<file path="src/rtl/cpu_ctrl_pkg.sv">
`default_nettype none
// +----------------------------------------------------------------------------+
// | cpu_ctrl_pkg: opcodes, control-word bit indices and sequencer states.      |
// | Rev 1.0                                                                    |
// +----------------------------------------------------------------------------+
package cpu_ctrl_pkg;

    localparam int OP_NOP = 0;
    localparam int OP_LDA = 1;
    localparam int OP_ADD = 2;
    localparam int OP_SUB = 3;
    localparam int OP_STA = 4;
    localparam int OP_LDI = 5;
    localparam int OP_JMP = 6;
    localparam int OP_JC  = 7;
    localparam int OP_JZ  = 8;
    localparam int OP_OUT = 14;
    localparam int OP_HLT = 15;

    localparam int CTRL_HLT = 15;
    localparam int CTRL_MI  = 14;
    localparam int CTRL_RI  = 13;
    localparam int CTRL_RO  = 12;
    localparam int CTRL_IO  = 11;
    localparam int CTRL_II  = 10;
    localparam int CTRL_AI  = 9;
    localparam int CTRL_AO  = 8;
    localparam int CTRL_EO  = 7;
    localparam int CTRL_SU  = 6;
    localparam int CTRL_BI  = 5;
    localparam int CTRL_OI  = 4;
    localparam int CTRL_CE  = 3;
    localparam int CTRL_CO  = 2;
    localparam int CTRL_J   = 1;
    localparam int CTRL_FI  = 0;

    localparam logic [1:0] ST_SYNC = 2'd0;
    localparam logic [1:0] ST_RUN  = 2'd1;
    localparam logic [1:0] ST_HALT = 2'd2;

endpackage
`default_nettype wire

</file>
<file path="src/rtl/control_sequencer_if.sv">
`default_nettype none
// +----------------------------------------------------------------------------+
// | control_sequencer_if: step/instruction/flag inputs and control outputs.    |
// | Rev 1.0                                                                    |
// +----------------------------------------------------------------------------+
interface control_sequencer_if #(
    parameter int OPC_W  = 4,
    parameter int CTRL_W = 16
);
    logic [2:0]        Step;
    logic [OPC_W-1:0]  InstrIn;
    logic              FlagC;
    logic              FlagZ;
    logic              Start;
    logic [CTRL_W-1:0] Ctrl;
    logic              StepCounterReset;
    logic [OPC_W-1:0]  Opcode;
    logic              Halted;
    logic              Fault;

    modport master (
        output Step, InstrIn, FlagC, FlagZ, Start,
        input  Ctrl, StepCounterReset, Opcode, Halted, Fault
    );

    modport slave (
        input  Step, InstrIn, FlagC, FlagZ, Start,
        output Ctrl, StepCounterReset, Opcode, Halted, Fault
    );
endinterface
`default_nettype wire

</file>
<file path="src/rtl/ctrl_decode.sv">
`default_nettype none
// +----------------------------------------------------------------------------+
// | ctrl_decode: combinational microcode ROM {opcode, step, flags} -> control. |
// | Rev 1.0                                                                    |
// +----------------------------------------------------------------------------+
module ctrl_decode
    import cpu_ctrl_pkg::*;
#(
    parameter int OPC_W  = 4,
    parameter int CTRL_W = 16
) (
    input  logic [OPC_W-1:0]  i_opcode,
    input  logic [2:0]        i_step,
    input  logic              i_flag_c,
    input  logic              i_flag_z,
    output logic [CTRL_W-1:0] o_ctrl,
    output logic              o_last_step,
    output logic              o_is_hlt,
    output logic              o_illegal
);

    logic [2:0] w_last;

    always_comb begin
        w_last = 3'd2;
        case (i_opcode)
            OPC_W'(OP_LDA), OPC_W'(OP_STA): w_last = 3'd3;
            OPC_W'(OP_ADD), OPC_W'(OP_SUB): w_last = 3'd4;
            default:                        w_last = 3'd2;
        endcase
    end

    always_comb begin
        o_ctrl = '0;
        case (i_step)
            3'd0: begin
                o_ctrl[CTRL_CO] = 1'b1;
                o_ctrl[CTRL_MI] = 1'b1;
            end
            3'd1: begin
                o_ctrl[CTRL_RO] = 1'b1;
                o_ctrl[CTRL_II] = 1'b1;
                o_ctrl[CTRL_CE] = 1'b1;
            end
            3'd2: begin
                case (i_opcode)
                    OPC_W'(OP_LDA), OPC_W'(OP_ADD), OPC_W'(OP_SUB), OPC_W'(OP_STA): begin
                        o_ctrl[CTRL_IO] = 1'b1;
                        o_ctrl[CTRL_MI] = 1'b1;
                    end
                    OPC_W'(OP_LDI): begin
                        o_ctrl[CTRL_IO] = 1'b1;
                        o_ctrl[CTRL_AI] = 1'b1;
                    end
                    OPC_W'(OP_JMP): begin
                        o_ctrl[CTRL_IO] = 1'b1;
                        o_ctrl[CTRL_J]  = 1'b1;
                    end
                    OPC_W'(OP_JC): begin
                        o_ctrl[CTRL_IO] = i_flag_c;
                        o_ctrl[CTRL_J]  = i_flag_c;
                    end
                    OPC_W'(OP_JZ): begin
                        o_ctrl[CTRL_IO] = i_flag_z;
                        o_ctrl[CTRL_J]  = i_flag_z;
                    end
                    OPC_W'(OP_OUT): begin
                        o_ctrl[CTRL_AO] = 1'b1;
                        o_ctrl[CTRL_OI] = 1'b1;
                    end
                    OPC_W'(OP_HLT): o_ctrl[CTRL_HLT] = 1'b1;
                    default: ;
                endcase
            end
            3'd3: begin
                case (i_opcode)
                    OPC_W'(OP_LDA): begin
                        o_ctrl[CTRL_RO] = 1'b1;
                        o_ctrl[CTRL_AI] = 1'b1;
                    end
                    OPC_W'(OP_ADD), OPC_W'(OP_SUB): begin
                        o_ctrl[CTRL_RO] = 1'b1;
                        o_ctrl[CTRL_BI] = 1'b1;
                    end
                    OPC_W'(OP_STA): begin
                        o_ctrl[CTRL_AO] = 1'b1;
                        o_ctrl[CTRL_RI] = 1'b1;
                    end
                    default: ;
                endcase
            end
            3'd4: begin
                if (i_opcode == OPC_W'(OP_ADD) || i_opcode == OPC_W'(OP_SUB)) begin
                    o_ctrl[CTRL_EO] = 1'b1;
                    o_ctrl[CTRL_AI] = 1'b1;
                    o_ctrl[CTRL_FI] = 1'b1;
                    o_ctrl[CTRL_SU] = (i_opcode == OPC_W'(OP_SUB));
                end
            end
            default: ;
        endcase
    end

    // Every opcode ends at step 2 or later, so steps 5-7 are always past the end.
    assign o_last_step = (i_step == w_last);
    assign o_illegal   = (i_step > w_last);
    assign o_is_hlt    = (i_opcode == OPC_W'(OP_HLT)) && (i_step == 3'd2);

endmodule
`default_nettype wire

</file>
<file path="src/rtl/control_sequencer.sv">
`default_nettype none
// +----------------------------------------------------------------------------+
// | control_sequencer: run/halt FSM, opcode latch and sticky fault for the CPU.|
// | Rev 1.0                                                                    |
// +----------------------------------------------------------------------------+
module control_sequencer
    import cpu_ctrl_pkg::*;
#(
    parameter int OPC_W  = 4,
    parameter int CTRL_W = 16
) (
    input  wire logic               Clk,
    input  wire logic               RstN,
    control_sequencer_if.slave      bus
);

    logic [1:0]        r_state;
    logic [1:0]        w_next;
    logic [OPC_W-1:0]  r_opcode;
    logic              r_fault;
    logic [CTRL_W-1:0] w_dec_ctrl;
    logic [CTRL_W-1:0] w_ctrl;
    logic              w_last;
    logic              w_is_hlt;
    logic              w_illegal;
    logic              w_scr;

    ctrl_decode #(
        .OPC_W  (OPC_W),
        .CTRL_W (CTRL_W)
    ) u_decode (
        .i_opcode    (r_opcode),
        .i_step      (bus.Step),
        .i_flag_c    (bus.FlagC),
        .i_flag_z    (bus.FlagZ),
        .o_ctrl      (w_dec_ctrl),
        .o_last_step (w_last),
        .o_is_hlt    (w_is_hlt),
        .o_illegal   (w_illegal)
    );

    always_ff @(posedge Clk or negedge RstN) begin
        if (!RstN) begin
            r_state <= ST_SYNC;
        end else begin
            r_state <= w_next;
        end
    end

    always_comb begin
        w_next = r_state;
        case (r_state)
            ST_SYNC: w_next = ST_RUN;
            ST_RUN:  if (!w_illegal && w_is_hlt) w_next = ST_HALT;
            ST_HALT: if (bus.Start) w_next = ST_RUN;
            default: w_next = ST_SYNC;
        endcase
    end

    // Outside a legal RUN step the step counter is held at 0 and nothing is gated.
    always_comb begin
        w_ctrl = '0;
        w_scr  = 1'b1;
        if (r_state == ST_RUN && !w_illegal) begin
            w_ctrl = w_dec_ctrl;
            w_scr  = w_last;
        end
    end

    always_ff @(posedge Clk or negedge RstN) begin
        if (!RstN) begin
            r_opcode <= '0;
            r_fault  <= 1'b0;
        end else begin
            if (r_state == ST_RUN && bus.Step == 3'd1) begin
                r_opcode <= bus.InstrIn;
            end
            if (r_state == ST_RUN && w_illegal) begin
                r_fault <= 1'b1;
            end
        end
    end

    assign bus.Ctrl             = w_ctrl;
    assign bus.StepCounterReset = w_scr;
    assign bus.Opcode           = r_opcode;
    assign bus.Halted           = (r_state == ST_HALT);
    assign bus.Fault            = r_fault;

endmodule
`default_nettype wire

</file>
<file path="src/flat_wrapper.sv">
// flat-port wrapper written by rule: the top's interface ports become plain ports
module control_sequencer_flat import cpu_ctrl_pkg::*;
#(
    parameter int OPC_W  = 4,
    parameter int CTRL_W = 16
)
  (Clk, RstN, bus_Step, bus_InstrIn, bus_FlagC, bus_FlagZ, bus_Start, bus_Ctrl, bus_StepCounterReset, bus_Opcode, bus_Halted, bus_Fault);
  control_sequencer_if #(.OPC_W(OPC_W), .CTRL_W(CTRL_W)) bus_i ();
  input  wire logic Clk;
  input  wire logic RstN;
  input wire logic [$bits(bus_i.Step)-1:0] bus_Step;
  input wire logic [$bits(bus_i.InstrIn)-1:0] bus_InstrIn;
  input wire logic [$bits(bus_i.FlagC)-1:0] bus_FlagC;
  input wire logic [$bits(bus_i.FlagZ)-1:0] bus_FlagZ;
  input wire logic [$bits(bus_i.Start)-1:0] bus_Start;
  output wire logic [$bits(bus_i.Ctrl)-1:0] bus_Ctrl;
  output wire logic [$bits(bus_i.StepCounterReset)-1:0] bus_StepCounterReset;
  output wire logic [$bits(bus_i.Opcode)-1:0] bus_Opcode;
  output wire logic [$bits(bus_i.Halted)-1:0] bus_Halted;
  output wire logic [$bits(bus_i.Fault)-1:0] bus_Fault;
  assign bus_i.Step = bus_Step;
  assign bus_i.InstrIn = bus_InstrIn;
  assign bus_i.FlagC = bus_FlagC;
  assign bus_i.FlagZ = bus_FlagZ;
  assign bus_i.Start = bus_Start;
  assign bus_Ctrl = bus_i.Ctrl;
  assign bus_StepCounterReset = bus_i.StepCounterReset;
  assign bus_Opcode = bus_i.Opcode;
  assign bus_Halted = bus_i.Halted;
  assign bus_Fault = bus_i.Fault;
  control_sequencer #(.OPC_W(OPC_W), .CTRL_W(CTRL_W)) u_core (.Clk(Clk), .RstN(RstN), .bus(bus_i));
endmodule
</file>
<file path="config.mk">
export PLATFORM = sky130hd
export DESIGN_NAME = control_sequencer_flat
export DESIGN_NICKNAME = d
export VERILOG_FILES = /design/src/rtl/cpu_ctrl_pkg.sv /design/src/rtl/control_sequencer_if.sv /design/src/rtl/ctrl_decode.sv /design/src/rtl/control_sequencer.sv /design/src/flat_wrapper.sv
export SDC_FILE = /design/constraint.sdc
export NUM_CORES = 1
export LEC_CHECK = 0
export BUFFER_PORTS_ARGS = -buffer_cell sky130_fd_sc_hd__buf_2
export CAP_MARGIN = 15
export CORE_UTILIZATION = 45
export DETAILED_ROUTE_END_ITERATION = 16
export PLACE_DENSITY = 0.75
export SYNTH_ARGS = -nofsm -noshare
export SYNTH_HDL_FRONTEND = slang
export SYNTH_SLANG_ARGS = --single-unit
</file>
<file path="constraint.sdc">
create_clock -name Clk -period 3.36 [get_ports Clk]
set_input_delay 0.168 -clock Clk [delete_from_list [all_inputs] [get_ports Clk]]
set_output_delay 0.168 -clock Clk [all_outputs]
set_load 0.02 [all_outputs]
</file>
Word-level counts from Yosys, hierarchy flattened:

Index checks and enable logic that the tools add are counted.
Widths: inputs -> output; s select.

* order comparisons: 1
* eq/ne operators: 19
* mux-type cells: 32
* reductions and logical operators: 15

Operators by type and width (count)
* $mux 1: 19
* $eq 4x3->1 const B: 4
* $mux 16: 1
* $eq 4x4->1 const B: 3
* $pmux 1 s3: 3
* $eq 4x2->1 const B: 2
* $mux 2: 4
* $eq 3x2->1 const B: 2
* $pmux 1 s2: 3
* $pmux 2 s3: 1
* $pmux 3 s2: 1
* $reduce_or 6->1: 1
* $logic_and 1x1->1: 5
* $eq 4x1->1 const B: 1
* $reduce_or 2->1: 2
* $reduce_or 4->1: 1
* $eq 3x1->1 const B: 1
* $eq 3x3->1: 1
* $eq 3x3->1 const B: 1
* $gt 3x3->1: 1
* $logic_not 3->1: 1
* $reduce_or 3->1: 1
* $eq 2x1->1 const B: 1
* $eq 2x2->1 const B: 1
* 6 further kinds: 6

* register bits: 7
* output and inout bits: 23
* word-level logic and storage cells: 70

Logic depth before layout (Yosys ltp):

Gate-level depths: netlist of run 1.

* word-level depth: 8
* depth in mapped cells: 9
* gate-level depth less buffers: 7

Modules after synthesis:

A second synthesis of run 1 with hierarchy kept.

* cells, all modules: 97
* area, all modules: 789.5 um2

By module, submodules not included
* control_sequencer: times used 1, cells each 40, area an instance 411.6 um2, seq. area each 175.2 um2
* ctrl_decode: times used 1, cells each 57, area an instance 377.9 um2, seq. area each 0.0 um2

Least setup slack after synthesis of run 1:

OpenSTA, ideal clock, no wires.

* path kind: register to output
* start point: register u_core.r_opcode[1] (netlist: u_core.bus.Opcode[1])
* end point: output port bus_Ctrl[13]
* arrival time: 2.518 ns
* required time: 3.192 ns
* setup slack: 0.674 ns
* cell stages (with the launch flop): 9
* buffers on the path: 1
* path through: dfrtp_1 buf_2 nor3b_2 inv_1 ha_1 a21oi_1 and2_1 o211ai_1 nor4b_1

* cells in the longest elaborated chain, start to end: 7

Ends and longest elaborated chain
* from (decl): line control_sequencer.sv:19 `logic [OPC_W-1:0] r_opcode;`
* from (signal assigned): line control_sequencer.sv:76 `r_opcode <= bus.InstrIn;`
* $eq 4x2->1, or another cell as far along: line ctrl_decode.sv:26 `case (i_opcode)`
* $reduce_or 2->1: line ctrl_decode.sv:26
* $pmux 3 s2: line ctrl_decode.sv:26
* $gt 3x3->1: line ctrl_decode.sv:106 `assign o_illegal = (i_step > w_last);`
* $logic_not 1->1: line control_sequencer.sv:64 `if (r_state == ST_RUN && !w_illegal) begin`
* $logic_and 1x1->1: line control_sequencer.sv:64
* $mux 16 *: line control_sequencer.sv:64
* to (decl): line flat_wrapper.sv:16 `output wire logic [$bits(bus_i.Ctrl)-1:0] bus_Ctrl;`

Every way passes the cells marked *; elsewhere a longest branch is shown, timed or not.

Worst setup path after layout of run 1:

* start point: register u_core.r_opcode[2] (netlist: u_core.bus.Opcode[2])
* end point: output port bus_Ctrl[13]

The elaborated chain is that of the path after synthesis.

==> results of run 1 <==
[flip-flops by register name, indices dropped and copies added (netlist names)]
register and count:
u_core.bus.Opcode 4, u_core.r_state 2, u_core.bus.Fault 1
[final timing paths]
check                                                 start                                to  slack (ns)  cells past startpoint
min in group asynchronous                              RstN  u_core.bus.Opcode[3]$_DFFE_PN0P_        0.27                      2
hold / removal                               bus_InstrIn[3]  u_core.bus.Opcode[3]$_DFFE_PN0P_        0.12                      3
max in group asynchronous                              RstN     u_core.r_state[0]$_DFFE_PN0P_        2.94                      2
setup reg to reg           u_core.bus.Opcode[2]$_DFFE_PN0P_      u_core.bus.Fault$_DFFE_PN0P_        1.32                      7
hold reg to reg                u_core.bus.Fault$_DFFE_PN0P_      u_core.bus.Fault$_DFFE_PN0P_        0.45                      1
setup / recovery           u_core.bus.Opcode[2]$_DFFE_PN0P_                      bus_Ctrl[13]        0.60                      8
[tightest hold or removal path: stages]
cell,delay [ns]
buf_2,0.07
nand2_1,0.03
o21ai_0,0.06
[metal layers]
| metal | vias to the layer above | GRT usage [%] | part of all wire [%] |
|---|---|---|---|
| li1 | 391 | - | - |
| met1 | 367 | 30.22 | 45 |
| met2 | 30 | 32.81 | 49 |
| met3 | 0 | 3.017 | 6.1 |
| met4 | 0 | 6.875 | 0 |
| met5 | - | 0 | 0 |
[layout make-up]
type	instances	area (µm²)	share of cell area (%)
Inverter	5	21.27	2.348
Multi-Input combinational cell	70	483.0	53.31
Sequential cell	7	175.2	19.34
Clock buffer	4	26.28	2.901
Tap cell	16	20.02	2.210
Timing Repair Buffer	35	180.2	19.89
[stage by stage]
stage	power, W	utilization, %	hold slack (ns)
6_report	0.0003648	60.13	0.1230
5_1_grt	0.0003938	60.13	0.1367
4_1_cts	0.0003696	60.13	0.1130
3_5_place_dp	0.0002906	57.72	0.002069
3_3_place_gp	0.0002877	57.72	0.004118
2_1_floorplan	0.0002462	-	-0.1276
[layout by cell type, fill, tap and decap left out, types with 2 or more instances in the layout]
master     n
buf_2     34
nor3_1     7
dfrtp_1    7
nor4_1     2
nand4_1    2
nand3b_1   2
nor3b_2    2
o21ai_0    2
nor2_1     9
ha_1       3
a21oi_1    5
mux2_4     2
xnor2_1    2
nand3_1    5
nand2_1    5
nor2b_1    4
inv_1      4
clkbuf_4   3
[logic make-up after synthesis]
group	synth area share [%]
AND/OR/NAND/NOR	36.11
flip-flops	24.31
buffers and inverters	8.679
AO/OA/AOI/OAI	17.88
XOR/XNOR	3.646
multiplexers	4.167
adder cells (fa/ha/maj)	5.209
[where the power goes]
group	internal [W]	switching [W]	total, W
logic	0.0000681	0.000101	0.000170
clock network	0.0000452	0.0000291	0.0000742
registers	0.0000930	0.0000280	0.000121
==> key figures, run 1 <==
STA
  • Final hold vios: 0
  • RSZ-0062 raised after global routing: false
  • Worst-Margin Slew: approximately 0.5 ns
  • Worst Skew: about 0.0016 ns
  • Shortest period the worst path allows: 2.761 ns
  • Final-report max-slew violation count: 0
  • Setup WS post-layout: about 0.60 ns
  • Slew margin rel.: between 60% and 70%
  • Final setup TNS: 0 ns
  • Fmax: about 0.36 GHz
  • Crit share post-route: roughly 82%
  • # setup viols final: 0

Global route
  • Initial antenna violation count: 0
  • First-pass GRT wire length: 2898 µm
  • Aggregate global-route resource usage: 21.07%
  • GRT overflow: 0
  • Number of global-route vias before repair: 662
  • Pin count of the biggest net entering global routing: 15

Floorplan
  • Die area: 1766 µm²
  • FP Rows: 14
  • Die H: 42.02 µm
  • Core area: 1506 µm²
  • Initial Util: 47.84%
  • Chip width: approximately 42 µm
  • Io pins: 35

Layout
  • Nets: around 140
  • Non-Filler Instances: 137
  • Filler cell count: between 150 and 200
  • Antenna diode count: 0
  • Fraction of layout instances using a drive strength above 1: 37.19%
  • Finished Cell Area: 905.9 µm²
  • Area added between synthesis and finish: 25.69%

Clocking
  • H-Tree Depth: 1
  • CTS tree: done
  • Cts repair resizes: 0
  • Clk Latency, worst-skew pair: between 0.2 and 0.3 ns
  • Number of hold buffers added after cts: 1
  • Setup fix buffers added after clock tree synthesis: 0
  • CTS Buf Count: 3
  • CTS root buf: clkbuf_4
  • Clock sink count: 7
  • Clock Path Buffers: 2
  • CTS clk-pin slew, worst paths: 0.05 ns

Logic synthesis
  • Synth top cells by count: nor2_1, dfrtp_1, nor3_1
  • Syn_area_per_cell: 8.190 µm²
  • Synthesis Warnings: 0
  • Most common cell in the netlist: nor2_1
  • Seq/Total Area, Yosys: ~24%
  • Yosys top cell by area: dfrtp_1
  • Post-synth top flop: dfrtp_1
  • Seq cells post-synth: 7
  • Async set-or-reset flop fraction in the synthesized netlist: 100.0%
  • Post-Syn Instances: 88
  • Share of the synthesized area in the top cell type: approximately 24%
  • EDFF count, synth: 0
  • Syn_nets: 103
  • Cell variety after synth: 38
  • Mapped Area: between 700 and 800 µm²
  • Top post-synthesis cells by area: dfrtp_1, ha_1, nor3_1

Worst setup path
  • CP endpoint kind: output pin
  • Req. time, crit path: 3.19 ns
  • CP top delay family: simple AND/OR/NAND/NOR gates
  • Max incr delay on CP: 0.55 ns
  • Crit-path cells: nor3b_2 > inv_1 > ha_1 > a21oi_1 > and2_1 > o211ai_1 > nor4b_1 > buf_2
  • Critical path arrival: 2.59 ns
  • Startpoint types: flip-flop
  • Largest fanout on the critical path: 14
  • Slowest cell on the critical path: dfrtp_1
  • Critical path type: flip-flop to output pin
  • Crit path buf inv count: 2

Detailed routing
  • Per-cell routed wire length: 12.79 µm
  • TritonRoute pass-1 iters: 4
  • Via Count: 788
  • Number of vias per cell: 5.752
  • Initial DRC count: 20
  • Routed Wire Length: 1752 µm
  • DRC errors left: 0
  • Post-route antenna net violation count: 0

Placement
  • Area after DPL: 869.6 µm²
  • I/O Buffers: 34
  • Placer Congestion: 0.7907
  • DPL Wire Length: 1335 µm
  • Post-placement cell count: 132
  • Setup WS pre-CTS: 0.8860 ns

Pwr
  • P_leak: 0.4360 nW
  • Worst vdd ir: about 0.0003 V
  • Power Density: around 400 nW/µm²

Run
  • Max cap viols: 0

Min path
  • Hold/Removal Path Class: input pin to flip-flop

Outcome
  • Outcome: finished, final reports clean
Power figures use the tool's default switching activity.
==> inputs of run 2 (changes only) <==
--- a/config.mk
+++ b/config.mk
@@ -5,11 +5,12 @@
 export SDC_FILE = /design/constraint.sdc
 export NUM_CORES = 1
 export LEC_CHECK = 0
+export ABC_AREA = 1
 export BUFFER_PORTS_ARGS = -buffer_cell sky130_fd_sc_hd__buf_2
 export CAP_MARGIN = 15
-export CORE_UTILIZATION = 45
+export CORE_UTILIZATION = 40
 export DETAILED_ROUTE_END_ITERATION = 16
-export PLACE_DENSITY = 0.75
+export PLACE_DENSITY = 0.71
 export SYNTH_ARGS = -nofsm -noshare
 export SYNTH_HDL_FRONTEND = slang
 export SYNTH_SLANG_ARGS = --single-unit
==> constraint.sdc (replaced) <==
create_clock -name Clk -period 2.5 [get_ports Clk]
set_input_delay 0.125 -clock Clk [delete_from_list [all_inputs] [get_ports Clk]]
set_output_delay 0.125 -clock Clk [all_outputs]
set_load 0.02 [all_outputs]
==> key figures, run 2 <==
Logic synthesis
  • Largest family of logic cells by synthesized area: simple AND/OR/NAND/NOR gates
  • Cell variety after synth: 18 (-53%)
  • Seq cells post-synth: 7 (unchanged)
  • Syn_area_per_cell: 5.764 µm² (-30%)
  • Async set-or-reset flop fraction in the synthesized netlist: 100.0% (unchanged)
  • EDFF count, synth: 0 (unchanged)
  • Top post-synthesis cells by area: dfrtp_1, nand2_1, nor2_1
  • Post-synth top flop: dfrtp_1
  • Synth Area in Adders: 5.338% (+0.13 points)
  • Synthesis Warnings: 0 (unchanged)
  • Yosys top cell by area: dfrtp_1
  • Synth top cells by count: nand2_1, nor2_1, inv_1
  • Syn_nets: 137 (+33%)
  • Mapped Area: 703.2 µm² (-2.4%)
  • Simple-Gate Fraction of Synth Area: 51.96% (+16 points)
  • Most common cell in the netlist: nand2_1
  • Post-Syn Instances: 122 (+39%)
  • XOR/XNOR share of the synthesized area: 0% (-3.6 points)
  • Share of the synthesized area in the top cell type: 24.91% (+0.61 points)
  • Seq/Total Area, Yosys: 24.91% (+0.61 points)
  • Compound-Gate Fraction of Synth Area: 4.270% (-14 points)
  • Post-synthesis mux area share: 0% (-4.2 points)

Global route
  • Aggregate global-route resource usage: 18.64% (-2.4 points)
  • GRT overflow: 0 (unchanged)
  • Number of global-route vias before repair: 685 (+3.5%)
  • First-pass GRT wire length: 2753 µm (-5.0%)
  • Pin count of the biggest net entering global routing: 12 (-3)
  • Initial antenna violation count: 0 (unchanged)

Worst setup path
  • CP endpoint kind: output pin
  • Startpoint types: flip-flop
  • Req. time, crit path: 2.38 ns (-0.81 ns)
  • Critical path type: flip-flop to output pin
  • Reg-to-reg endpoint: u_core.bus.Fault$_DFFE_PN0P_
  • Crit-path cells: nor2_4 > nand2_2 > ha_1 > a21oi_1 > nand2_1 > nand2_2 > nand2_1 > nor2_1 > buf_2
  • CP top delay family: simple AND/OR/NAND/NOR gates
  • Critical path arrival: 2.12 ns (-0.47 ns)
  • Slowest cell on the critical path: dfrtp_1
  • Crit path buf inv count: 1 (-1)
  • Flop2flop setup slack: 0.78 ns (-0.54 ns)
  • Max incr delay on CP: 0.47 ns (-0.08 ns)
  • Origin of the critical flop-to-flop path: u_core.bus.Opcode[3]$_DFFE_PN0P_
  • Largest fanout on the critical path: 8 (-6)
  • Reg2reg path depth: 9 (+2)
  • Worst setup startpoint: u_core.bus.Opcode[3]$_DFFE_PN0P_

STA
  • Crit share post-route: 89.78%
  • Worst Skew: 0.002897 ns (+0.001249 ns)
  • Shortest period the worst path allows: about 2.2 ns
  • # setup viols final: 0 (unchanged)
  • Slew margin rel.: 79.76% (+13 points)
  • Final hold vios: 0 (unchanged)
  • Final-report max-slew violation count: 0 (unchanged)
  • Setup WS post-layout: 0.2555 ns (-0.3437 ns)
  • Worst-Margin Slew: 0.3025 ns (-0.1884 ns)
  • RSZ-0062 raised after global routing: false
  • Fmax: 0.4455 GHz
  • Final setup TNS: 0 ns (unchanged)

Placement
  • Setup WS pre-CTS: 0.4352 ns (-0.4508 ns)
  • Placer Congestion: 0.8635 (+9.2%)
  • Area after DPL: 880.8 µm² (+1.3%)
  • DPL Wire Length: 1399 µm (+4.8%)
  • I/O Buffers: 34 (unchanged)

Pwr
  • Power Density: 621.0 nW/µm² (+54%)
  • P_leak: 0.5788 nW (+33%)
  • Worst vdd ir: 0.0004053 V (+36%)
  • Total power: 0.0005711 W (+57%)

Min path
  • Hold/Removal Path Class: input pin to flip-flop
  • Hold Startpoint: bus_InstrIn[1]
  • Hold EP: u_core.bus.Opcode[1]$_DFFE_PN0P_
  • Hold Path Stages: 3 (unchanged)

Detailed routing
  • DRC errors left: 0 (unchanged)
  • Number of vias per cell: 4.846 (-16%)
  • TritonRoute pass-1 iters: 6 (+2)
  • Post-route antenna net violation count: 0 (unchanged)
  • Routed Wire Length: 1717 µm (-2.0%)
  • Via Count: 848 (+7.6%)
  • Initial DRC count: 20 (unchanged)
  • Per-cell routed wire length: 9.811 µm (-23%)

Clocking
  • Clock Path Buffers: 2 (unchanged)
  • H-Tree Depth: 1 (unchanged)
  • Clock sink count: 7 (unchanged)
  • CTS clk-pin slew, worst paths: 0.05 ns (about the same)
  • Setup fix buffers added after clock tree synthesis: 0 (unchanged)
  • CTS Buf Count: 3 (unchanged)
  • CTS tree: done
  • Clk Latency, worst-skew pair: 0.24 ns (about the same)
  • CTS root buf: clkbuf_4

Run
  • Max cap viols: 0 (unchanged)

Layout
  • Most frequent cells in the layout: buf_2, nand2_1, nor2_1
  • Nets: 175 (+28%)
  • Antenna diode count: 0 (unchanged)
  • Finished Cell Area: 919.6 µm² (+1.5%)
  • Area added between synthesis and finish: 30.78%
  • Fraction of layout instances using a drive strength above 1: 29.56% (-7.6 points)
  • Filler cell count: 160 (-4.8%)
  • Max reg flops: 4 (unchanged)
  • Commonest non-fill, non-tap cell in the layout: buf_2

Outcome
  • Outcome: finished, final reports clean

Floorplan
  • Die area: 1929 µm² (+9.3%)
  • Io pins: 35 (unchanged)
  • FP Rows: 14 (unchanged)
  • Initial Util: 44.60% (-3.2 points)
  • Chip width: 43.93 µm (+4.5%)
  • Core area: 1577 µm² (+4.7%)
  • Die H: 43.93 µm (+4.5%)
==> run 2: cell count changes after synthesis, sizes merged, moves of 3 or more <==
cell / previous run / this run
nor4: 3 / 0
buf: 6 / 3
nor3: 7 / 2
nand3: 5 / 14
nand2: 5 / 34
nor2b: 4 / 0
nor2: 9 / 33
inv: 5 / 19
==> run 2: area by class of cell <==
| class | instances | area, µm² | area share (%) |
|---|---|---|---|
| well taps | 16 | 20.02 | 2.177 |
| flip-flops and latches | 7 | 175.2 | 19.05 |
| clock buffers | 4 | 26.28 | 2.857 |
| repair buffers | 36 | 187.7 | 20.41 |
| inverters | 20 | 75.07 | 8.163 |
| multi-input cells | 92 | 435.4 | 47.35 |
==> run 2: how the worst max path moves through the flow <==
stage                       end  cells after the start
floorplan           bus_Ctrl[7]                      9
CTS                 bus_Ctrl[0]                      9
global route        bus_Ctrl[0]                      9
global placement    bus_Ctrl[0]                      9
detailed placement  bus_Ctrl[0]                      9
finish              bus_Ctrl[0]                      9
==> run 2: cell families (layout without fill, tap and decap cells) <==
logic type / after synthesis / in the layout
compound gates: 6 / 6
simple gates: 83 / 83
buf+inv: 23 / 60
fa+ha+maj: 3 / 3
flops: 7 / 7
==> run 2: routing by layer <==
layer	GRT usage (%)	routed length [µm]	vias to the layer above
met2	33.43	836	41
met4	7.273	15	0
li1	-	-	456
met5	0	0	-
met1	23.91	755	349
met3	0	110	2
==> run 2: through the flow <==
stage	cells	hold WS, ns	util [%]
2_1_floorplan	122	-0.1706	-
3_3_place_gp	170	-0.03488	55.87
3_5_place_dp	170	-0.03884	55.87
4_1_cts	175	0.1048	58.17
5_1_grt	175	0.1127	58.33
6_report	175	0.1082	58.33
==> run 2: tightest hold or removal path: cells and delay by family <==
kind | cells | cell delay, ns
simple gates | 2 | 0.12
buf+inv | 1 | 0.07
==> run 2: what timing repair did <==
item	4_1_cts	5_1_grt
endpoints found under the hold margin	7	0
resized for setup	0	1
hold buffers	1	0
setup endpoints to repair	0	7
==> run 2: power by group <==
group	total, W	internal [W]	switching, W
sequential	0.000178	0.000137	0.0000409
clock	0.0000986	0.0000607	0.0000380
combinational	0.000295	0.0000959	0.000199
==> inputs of run 3 (changes only) <==
--- a/config.mk
+++ b/config.mk
@@ -5,7 +5,6 @@
 export SDC_FILE = /design/constraint.sdc
 export NUM_CORES = 1
 export LEC_CHECK = 0
-export ABC_AREA = 1
 export BUFFER_PORTS_ARGS = -buffer_cell sky130_fd_sc_hd__buf_2
 export CAP_MARGIN = 15
 export CORE_UTILIZATION = 40
@@ -14,3 +13,4 @@
 export SYNTH_ARGS = -nofsm -noshare
 export SYNTH_HDL_FRONTEND = slang
 export SYNTH_SLANG_ARGS = --single-unit
+export TNS_END_PERCENT = 50
==> key figures, run 3 (synthesis gave the netlist of run 1 again) <==
Outcome
  • Outcome: finished, final reports clean

Worst setup path
  • Flop2flop setup slack: 0.68 ns (-0.10 ns)
  • CP endpoint kind: output pin
  • Critical path type: flip-flop to output pin
  • Largest fanout on the critical path: 5 (-3)
  • Req. time, crit path: 2.38 ns (about the same)
  • Critical path arrival: 2.26 ns (+0.14 ns)
  • Startpoint types: flip-flop

Placement
  • Setup WS pre-CTS: 0.2983 ns (-0.1369 ns)
  • Post-placement cell count: 143 (-16%)
  • DPL Wire Length: 1512 µm (+8.1%)
  • Placer Congestion: 0.8644 (+0.10%)
  • I/O Buffers: 34 (unchanged)

Layout
  • Non-Filler Instances: 149 (-15%)
  • Area added between synthesis and finish: 35.42%
  • Post-layout util: 61.22% (+2.9 points)
  • Commonest non-fill, non-tap cell in the layout: buf_2
  • Fraction of layout instances using a drive strength above 1: 40.80% (+11 points)
  • Max reg flops: 4 (unchanged)
  • Nets: 141 (-19%)
  • Antenna diode count: 0 (unchanged)
  • Most frequent cells in the layout: buf_2, nor2_1, nor3_1, dfrtp_1

Floorplan
  • FP Rows: 14 (unchanged)
  • Initial Util: 45.21% (+0.61 points)
  • Chip width: 44.45 µm (+1.2%)
  • Core area: 1594 µm² (+1.1%)
  • Die H: 44.45 µm (+1.2%)
  • Die area: 1975 µm² (+2.4%)
  • Io pins: 35 (unchanged)

Clocking
  • CTS tree: done
  • CTS Buf Count: 3 (unchanged)
  • CTS root buf: clkbuf_4
  • H-Tree Depth: 1 (unchanged)
  • CTS clk-pin slew, worst paths: 0.05 ns (about the same)
  • Clock Path Buffers: 2 (unchanged)
  • Clock sink count: 7 (unchanged)
  • Clk Latency, worst-skew pair: 0.25 ns (about the same)

STA
  • # setup viols final: 0 (unchanged)
  • Crit share post-route: 95.52% (+5.7 points)
  • Slew margin rel.: 68.71% (-11 points)
  • Worst-Margin Slew: 0.4659 ns (+0.1633 ns)
  • Shortest period the worst path allows: 2.388 ns (+0.1436 ns)
  • Fmax: 0.4187 GHz (-6.0%)
  • Final-report max-slew violation count: 0 (unchanged)
  • Final hold vios: 0 (unchanged)
  • Final setup TNS: 0 ns (unchanged)
  • Setup WS post-layout: 0.1119 ns (-0.1436 ns)
  • Worst Skew: 0.002072 ns (-0.0008247 ns)

Run
  • Max cap viols: 0 (unchanged)

Detailed routing
  • DRC errors left: 0 (unchanged)
  • Routed Wire Length: 1925 µm (+12%)
  • Via Count: 822 (-3.1%)
  • Per-cell routed wire length: 12.92 µm (+32%)
  • Initial DRC count: 18 (-10%)
  • Post-route antenna net violation count: 0 (unchanged)
  • TritonRoute pass-1 iters: 4 (-2)
  • Number of vias per cell: 5.517 (+14%)

Global route
  • Pin count of the biggest net entering global routing: 14 (+2)
  • Initial antenna violation count: 0 (unchanged)
  • Number of global-route vias before repair: 703 (+2.6%)
  • First-pass GRT wire length: 3118 µm (+13%)
  • Aggregate global-route resource usage: 20.71% (+2.1 points)
  • GRT overflow: 0 (unchanged)

Pwr
  • Worst vdd ir: 0.0004308 V (+6.3%)
  • P_leak: 0.4595 nW (-21%)
  • Power Density: 542.8 nW/µm² (-13%)

Min path
  • Hold/Removal Path Class: input pin to flip-flop
run 3: cell count changes in the layout (fill, tap and decap cells not counted), moves of 3 or more:
cell	previous run	this run
nor3_1	1	7
inv_1	17	4
buf_4	1	5
nand3_1	14	5
nor2_1	30	9
nor2b_1	0	4
nand2_2	3	0
nand2_1	31	5
run 3: report_power, final:
group / internal [W] / total (W) / switching (W)
combinational: 0.000112 / 0.000292 / 0.000180
sequential: 0.000125 / 0.000137 / 0.0000118
clock: 0.0000608 / 0.000101 / 0.0000398
run 3: final timing paths:
| check | end | cells after the start | startpoint |
|---|---|---|---|
| min reg2reg | u_core.bus.Fault$_DFFE_PN0P_ | 1 | u_core.bus.Fault$_DFFE_PN0P_ |
| max | bus_Ctrl[13] | 8 | u_core.bus.Opcode[2]$_DFFE_PN0P_ |
| min in group asynchronous | u_core.bus.Fault$_DFFE_PN0P_ | 2 | RstN |
| min | u_core.bus.Opcode[3]$_DFFE_PN0P_ | 3 | bus_InstrIn[3] |
| max reg2reg | u_core.bus.Fault$_DFFE_PN0P_ | 7 | u_core.bus.Opcode[2]$_DFFE_PN0P_ |
| max in group asynchronous | u_core.bus.Opcode[1]$_DFFE_PN0P_ | 2 | RstN |
run 3: layer usage:
layer,track usage [%],part of all wire [%]
met5,0,0
met3,4.898,6.0
met2,33.82,49
met4,3.636,0.42
met1,28.04,44
run 3: timing repair:
item,4_1_cts,5_1_grt
hold buffers,1,0
setup buffers,0,1
endpoints found under the hold margin,7,0
setup endpoints to repair,0,9
gates resized for setup,0,4
run 3: through the flow:
stage | cell area [µm²] | hold WS [ns] | power, W
floorplan | 726.9 | -0.1706 | 0.0003322
global placement | 908.4 | -0.03821 | 0.0004030
detailed placement | 908.4 | -0.03418 | 0.0004108
CTS | 944.7 | 0.08055 | 0.0005168
global route | 975.9 | 0.09727 | 0.0005697
finish | 975.9 | 0.08599 | 0.0005297
run 3: worst max-delay path, cell delays in order (launching register included):
cell and delay (ns):
dfrtp_1 0.38, nor3b_2 0.25, inv_1 0.09, ha_1 0.33
a21oi_1 0.18, and2_2 0.24, o211ai_1 0.13, nor4b_2 0.22
buf_2 0.20
run 3: area by class of cell:
type / instances / area (µm²)
well taps: 24 / 30.03
repair buffers: 39 / 212.7
clock buffers: 4 / 26.28
fillers: 160 / 618.1
inverters: 5 / 21.27
multi-input cells: 70 / 510.5
flip-flops and latches: 7 / 175.2
